==> config.mk <==
export PLATFORM = sky130hd
export DESIGN_NAME = vip_frame_ctrl
export DESIGN_NICKNAME = d
export VERILOG_FILES = /design/src/rtl/vip_frame_ctrl.sv
export SDC_FILE = /design/constraint.sdc
export NUM_CORES = 1
export LEC_CHECK = 0
export BUFFER_PORTS_ARGS = -buffer_cell sky130_fd_sc_hd__buf_2
export CORE_ASPECT_RATIO = 1.2
export CORE_UTILIZATION = 40
export DETAILED_ROUTE_END_ITERATION = 12
export GPL_TIMING_DRIVEN = 0
export SLEW_MARGIN = 20
export SYNTH_ARGS = -nofsm -noshare
export SYNTH_HDL_FRONTEND = slang
export SYNTH_SLANG_ARGS = --single-unit
==> constraint.sdc <==
create_clock -name clk -period 5.2 [get_ports clk]
set_input_delay 0.52 -clock clk [delete_from_list [all_inputs] [get_ports clk]]
set_output_delay 0.52 -clock clk [all_outputs]
set_load 0.05 [all_outputs]
==> src/rtl/vip_frame_ctrl.sv <==
`default_nettype none
// ============================================================================
// vip_frame_ctrl : shadowed VIP settings applied at SOF, whole-frame stream
//                  gating and incoming frame geometry measurement.
// Rev 1.0
// ============================================================================
module vip_frame_ctrl #(
  parameter logic [10:0] TH_DEF = 11'd100,
  parameter bit          VS_POL = 1'b1
) (
  input  logic        clk,
  input  logic        rst_n,
  input  logic        cfg_wr,
  input  logic        cfg_rd,
  input  logic [1:0]  cfg_addr,
  input  logic [15:0] cfg_wdata,
  output logic [15:0] cfg_rdata,
  input  logic        pre_frame_vsync,
  input  logic        pre_frame_hsync,
  input  logic        pre_frame_de,
  input  logic [15:0] pre_rgb,
  output logic        pipe_frame_vsync,
  output logic        pipe_frame_hsync,
  output logic        pipe_frame_de,
  output logic [15:0] pipe_rgb,
  output logic [10:0] sobel_th,
  output logic [1:0]  out_sel,
  output logic        vip_busy
);

  typedef enum logic [1:0] {
    S_IDLE  = 2'd0,
    S_WAIT  = 2'd1,
    S_RUN   = 2'd2,
    S_DRAIN = 2'd3
  } state_t;

  state_t      state_q, state_d;
  logic        en_q, pending_q;
  logic [1:0]  sel_sh_q, sel_q;
  logic [10:0] th_sh_q, th_q;
  logic        vs_q, hs_q, de_q, de_prev_q;
  logic [15:0] rgb_q, rdata_q, rdata_d;
  logic [11:0] run_len_q, line_len_q, lines_q, frame_lines_q, lines_d;
  logic        sof, gate, apply, de_fall;
  logic        wr_ctrl, wr_th, wr_frame;
  logic        unused_wdata;

  assign unused_wdata = ^cfg_wdata[15:11];

  // The registered vsync output doubles as the previous-vsync sample.
  assign sof      = (pre_frame_vsync == VS_POL) && (vs_q != VS_POL);
  assign de_fall  = de_prev_q && !pre_frame_de;
  assign wr_ctrl  = cfg_wr && (cfg_addr == 2'd0);
  assign wr_th    = cfg_wr && (cfg_addr == 2'd1);
  assign wr_frame = cfg_wr && (cfg_addr == 2'd3);
  assign lines_d  = (de_fall && (lines_q != 12'hFFF)) ? lines_q + 12'd1 : lines_q;

  always_comb begin
    state_d = state_q;
    gate    = 1'b0;
    apply   = 1'b0;
    case (state_q)
      S_IDLE: begin
        if (en_q) state_d = S_WAIT;
      end
      S_WAIT: begin
        if (!en_q) begin
          state_d = S_IDLE;
        end else if (sof) begin
          gate    = 1'b1;
          apply   = 1'b1;
          state_d = S_RUN;
        end
      end
      S_RUN: begin
        gate  = 1'b1;
        apply = sof;
        if (!en_q) state_d = S_DRAIN;
      end
      default: begin
        // Re-enable wins over closing: the open frame simply continues.
        if (en_q) begin
          gate    = 1'b1;
          state_d = S_RUN;
        end else if (sof) begin
          state_d = S_IDLE;
        end else begin
          gate = 1'b1;
        end
      end
    endcase
  end

  always_comb begin
    rdata_d = 16'd0;
    case (cfg_addr)
      2'd0:    rdata_d = {13'd0, sel_sh_q, en_q};
      2'd1:    rdata_d = {5'd0, th_sh_q};
      2'd2:    rdata_d = {line_len_q, 1'b0, pending_q, state_q};
      default: rdata_d = {4'd0, frame_lines_q};
    endcase
  end

  always_ff @(posedge clk or negedge rst_n) begin
    if (!rst_n) begin
      state_q       <= S_IDLE;
      en_q          <= 1'b0;
      sel_sh_q      <= 2'd0;
      th_sh_q       <= TH_DEF;
      pending_q     <= 1'b0;
      sel_q         <= 2'd0;
      th_q          <= TH_DEF;
      vs_q          <= 1'b0;
      hs_q          <= 1'b0;
      de_q          <= 1'b0;
      rgb_q         <= 16'd0;
      de_prev_q     <= 1'b0;
      run_len_q     <= 12'd0;
      line_len_q    <= 12'd0;
      lines_q       <= 12'd0;
      frame_lines_q <= 12'd0;
      rdata_q       <= 16'd0;
    end else begin
      state_q <= state_d;
      if (wr_ctrl) begin
        en_q     <= cfg_wdata[0];
        sel_sh_q <= cfg_wdata[2:1];
      end
      if (wr_th) th_sh_q <= cfg_wdata[10:0];
      // A write coinciding with an apply keeps pending for the next SOF.
      if (wr_ctrl || wr_th) pending_q <= 1'b1;
      else if (apply)       pending_q <= 1'b0;
      if (apply) begin
        sel_q <= sel_sh_q;
        th_q  <= th_sh_q;
      end
      vs_q      <= pre_frame_vsync;
      hs_q      <= pre_frame_hsync;
      de_q      <= pre_frame_de && gate;
      rgb_q     <= pre_rgb;
      de_prev_q <= pre_frame_de;
      if (pre_frame_de) begin
        if (run_len_q != 12'hFFF) run_len_q <= run_len_q + 12'd1;
      end else begin
        run_len_q <= 12'd0;
      end
      if (de_fall) line_len_q <= run_len_q;
      if (sof) begin
        frame_lines_q <= lines_d;
        lines_q       <= 12'd0;
      end else begin
        lines_q <= lines_d;
        if (wr_frame) frame_lines_q <= 12'd0;
      end
      if (cfg_rd) rdata_q <= rdata_d;
    end
  end

  assign cfg_rdata        = rdata_q;
  assign pipe_frame_vsync = vs_q;
  assign pipe_frame_hsync = hs_q;
  assign pipe_frame_de    = de_q;
  assign pipe_rgb         = rgb_q;
  assign sobel_th         = th_q;
  assign out_sel          = sel_q;
  assign vip_busy         = (state_q == S_RUN) || (state_q == S_DRAIN);

endmodule
`default_nettype wire

Word level (Yosys, flattened, before mapping)
Cells that the tools add are included.

Word-level logic and storage cells: 70. Bits in read-only memories: 0. Register bits after elaboration: 114. Memories: 0. Memory bits (writable): 0. Input port bits: 41. Bits in latches: 0.

Bitwise logic cells: 1. Add/sub/neg operators: 2. $lt $le $gt $ge: 0. Reduce and logical (&&, ||, !) cells: 16. Equal/unequal tests: 12. Multiplexer cells: 22. Shifts and indexed selects: 0. Multipliers: 0. Divide/modulo/power cells: 0.

Operators with widths (number): $mux 12 (6); $pmux 16 s3 (1); $add 12x1->12 const B (2); $ne 12x12->1 const B (2); $mux 2 (6); $eq 2x2->1 const B (4); $logic_and 1x1->1 (7); $mux 1 (6); $pmux 2 s3 (1); $eq 2x1->1 const B (2); $logic_not 2->1 (2); $ne 2x2->1 const B (2); $reduce_and 4->1 (1); $reduce_bool 2->1 (2); $reduce_bool 4->1 (1); $ne 3x3->1 const B (1); $pmux 1 s3 (1); $logic_or 1x1->1 (2); $ne 2x1->1 const B (1); $pmux 1 s2 (1); $logic_not 1->1 (1); $not 1->1 (1).

Longest topological paths before layout
Word-level depth: 7. Gate-level depth with buffers: 6. Mapped depth without buffers: 6.

Least setup slack after synthesis
OpenSTA, ideal clock, no wires.

Path type: input -> register. Start point: in pre_frame_de. End point: reg frame_lines_q[11]. Stages on the path: 4. Path buffers: 0. Arrival: 1.698 ns. Path slack: 3.381 ns. Cells stage by stage: and4b_2 -> nand3_4 -> or4b_1 -> a32o_1.

Longest elaborated chain between the ends: 5.

RTL lines: from (decl) (RTL line 20) `input logic pre_frame_de,`; $logic_not 1->1 (RTL line 53) `assign de_fall = de_prev_q && !pre_frame_de;`; $logic_and 1x1->1 (RTL line 53); $logic_and 1x1->1 (RTL line 57) `assign lines_d = (de_fall && (lines_q != 12'hFFF)) ? lines_q + 12'd1 : lines_q;`; $mux 12 (RTL line 57); $mux 12 (RTL line 149) `if (sof) begin`; to (signal assigned) (RTL line 150) `frame_lines_q <= lines_d;`; to (decl) (RTL line 44) `logic [11:0] run_len_q, line_len_q, lines_q, frame_lines_q, lines_d;`.

Every way passes these cells. A chain may end at the register's enable or synchronous reset.

Worst setup path in the final report
Start point: reg state_q[0]. End point: out vip_busy.

Longest elaborated chain between the ends: 2.

RTL lines: from (decl) (RTL line 38) `state_t state_q, state_d;`; from (signal assigned) (RTL line 125) `state_q <= state_d;`; $eq 2x2->1 (RTL line 167) `assign vip_busy = (state_q == S_RUN) || (state_q == S_DRAIN);`; $logic_or 1x1->1 * (RTL line 167); to (decl) (RTL line 28) `output logic vip_busy`.

Every way passes the cells marked *; elsewhere a longest branch is shown, timed or not.

==> results.md <==
* Status: finished, final reports clean
* I/O pins at 90
* Register area share after synthesis at 0.579
* Post-CTS sizing at 0
* Iteration-0 DRC Markers at 264
* Tmin final at 2.22 ns
* Initial antenna violation count at 0
* Critical Path RT at 4.68 ns
* DP HPWL at 7540 um
* Top cells by area, synth: dfrtp_1, mux2_2, nand2_1
* Post-Synth Adder-Cell Area at 0.0152
* Syn_area_per_cell at 11.4 sq um
* HP Class: primary input to register
* TritonCTS Sinks at 114
* Synthesis-stage register bit count at 114
* Unique masters post-synth at 58
* Die X-Extent at 103 um
* Die area at 12800 sq um
* Arrival time at the worst endpoint at 1.70 ns
* Post-synth top area cell: dfrtp_1
* Final core utilization at 0.511
* Final Cell Area at 6160 sq um
* Number of routed nets with antenna violations at 0
* Worst hold slack at 0.220 ns
* Area share of xor/xnor cells in the synthesized design at 0.00887
* RD Place Congestion at 0.853
* RSZ-0062 raised after global routing: no
* Maximum VDD drop at 0.211 mV
* Clock Pin Slew Worst Setup and Hold Paths at 0.05 ns
* Worst path cell trace: inv_1 > ha_1 > or2_2 > buf_2
* Synth Instances at 434
* Final hold viol count at 0
* Post-synth top cells: dfrtp_1, nand2_1, mux2_2
* Mapped Nets at 481
* Avg WL per Cell at 14.9 um
* Drt pass-1 iters at 4
* Worst-skew pair later-pin latency at 0.40 ns
* Area delta synth->final at 24.7%
* Syn Std Cell Area at 4940 sq um
* N_diodes at 0
* Critical Path Source Type: register
* Core area at 12100 sq um
* Endpoint type of the worst setup path: primary output
* Finish-stage setup viols at 0
* Layout cells sized above 1 at 0.313
* Bufs on Longest Clock Path at 2
* Postcts setup bufs at 0
* Power density of the placed cells at 463 nW/um^2
* First-pass GRT wire length at 17500 um
* Async SR Flop Fraction at 1.00
* CTS HTree Levels at 4
* Share of the synthesized area in the top cell type at 0.547
* Die Height at 124 um
* DRC Markers at 0
* Max Fclk at 0.451 GHz
* Post-Synth Simple-Gate Area at 0.153
* DR vias at 3626
* Largest net degree at the start of global routing at 82
* Worst-path fanout max at 5
* Num CTS Buffers at 17
* Largest family of logic cells by synthesized area: simple AND/OR/NAND/NOR gates
* Vias/cell at 5.11
* MaxCap Viol Count at 0
* Port Buf Inserts at 82
* CP max stage cell: dfrtp_1
* Row count at 44
* Final Skew at 0.00498 ns
* Worst path top cell family by delay: flip-flops
* Sum of negative setup slack at 0 ns
* CP Class: register to primary output
* EDFF count, synth at 0
* Mux cell area share after synthesis at 0.116
* GRT Total Usage at 0.182
* Total Wirelength at 10600 um
* Vias in the first global route at 3580
* Final worst-path cycle share at 0.426
* Compound-Gate Fraction of Synth Area at 0.0998
* Max-slew violations at 0
* Measured slew at the worst slew-check pin at 0.644 ns
* Buf/Inv on CP at 2
* Initial core utilization at 0.410
* Hold_buf cts at 1
* Remaining Overflow, GRT at 0
* YS warnings at 0
* DP Area at 5580 sq um
* Max stage delay on crit path at 0.39 ns
* Final Net Count at 584
* Leakage at 2.87 nW
* Count leader, synth: dfrtp_1
* CTS Root Cell: clkbuf_16
* Max-slew headroom at 0.571
* CTS tree: yes
* Top_reg_cell synth: dfrtp_1
logic make-up (layout without fill, tap and decap cells):
group / Yosys count / count (layout)
flip-flops: 114 / 114
AO/OA/AOI/OAI: 74 / 74
XOR/XNOR: 5 / 5
buffers and inverters: 33 / 148
adder cells (fa/ha/maj): 6 / 6
AND/OR/NAND/NOR: 153 / 153
multiplexers: 49 / 49
sequential cells by signal, indices dropped and copies added, names as in the netlist, 2 cells and up, named ones only:
register,flops
sobel_th,11
pipe_rgb,16
out_sel,2
cfg_rdata,16
frame_lines_q,12
th_sh_q,11
line_len_q,12
sel_sh_q,2
lines_q,12
run_len_q,12
area by class of cell:
class / instances / area [sq um]
plain buffers: 23 / 98.8
clock buffers: 22 / 484
clock inverters: 9 / 81.3
fillers: 1057 / 5900
inverters: 10 / 37.5
multi-input cells: 287 / 1940
flip-flops and latches: 114 / 2860
well taps: 161 / 201
repair buffers: 84 / 454
per-layer routing:
metal	global-route usage	part of all wire
met1	0.225	0.46
met2	0.298	0.49
met3	0.0533	0.043
met4	0.0748	0.012
met5	0	0
stage by stage:
stage / power (mW) / setup slack [ns] / cells
after floorplan: 1.60 / 3.38 / 434
after global placement: 1.77 / 2.24 / 677
after detailed placement: 1.79 / 3.00 / 678
after CTS: 2.89 / 2.94 / 710
after global routing: 2.99 / 2.90 / 710
final: 2.85 / 2.98 / 710
path summary, 6_finish.rpt:
path | start | end | slack (ns) | cells after the start
setup / recovery | state_q[0] | vip_busy | 2.98 | 4
setup reg to reg | lines_q[0] | frame_lines_q[11] | 3.21 | 5
hold reg to reg | pending_q | pending_q | 0.47 | 1
hold / removal | pre_rgb[10] | pipe_rgb[10] | 0.22 | 1
max in group asynchronous | rst_n | sobel_th[6] | 3.90 | 3
min in group asynchronous | rst_n | pipe_rgb[1] | 0.58 | 2
power by group:
part | switching, mW | total, mW | internal (mW) | leakage, nW
Combinational | 0.469 | 0.679 | 0.210 | 1.15
Sequential | 0.0678 | 1.09 | 1.02 | 1.45
Clock | 0.386 | 1.09 | 0.701 | 0.274
Total | 0.923 | 2.85 | 1.93 | 2.87
placed cells by master, fill, tap and decap left out, types with 3 or more instances in the layout:
master,instances
a21oi_1,15
a22oi_1,7
a31oi_1,4
and3_1,3
buf_2,85
clkbuf_1,17
clkbuf_16,17
clkbuf_8,4
clkinv_2,4
clkinvlp_4,3
dfrtp_1,108
dfstp_2,6
ha_1,6
inv_1,10
mux2_2,36
mux2i_1,10
mux4_2,3
nand2_1,64
nand2b_1,6
nand3_1,14
nand4_1,6
nor2_1,26
nor2b_1,6
nor3_1,5
nor4_1,3
o21ai_0,16
o31ai_1,6
or3_1,4
or4_1,3
xor2_1,5
Power figures use the tool's default switching activity.
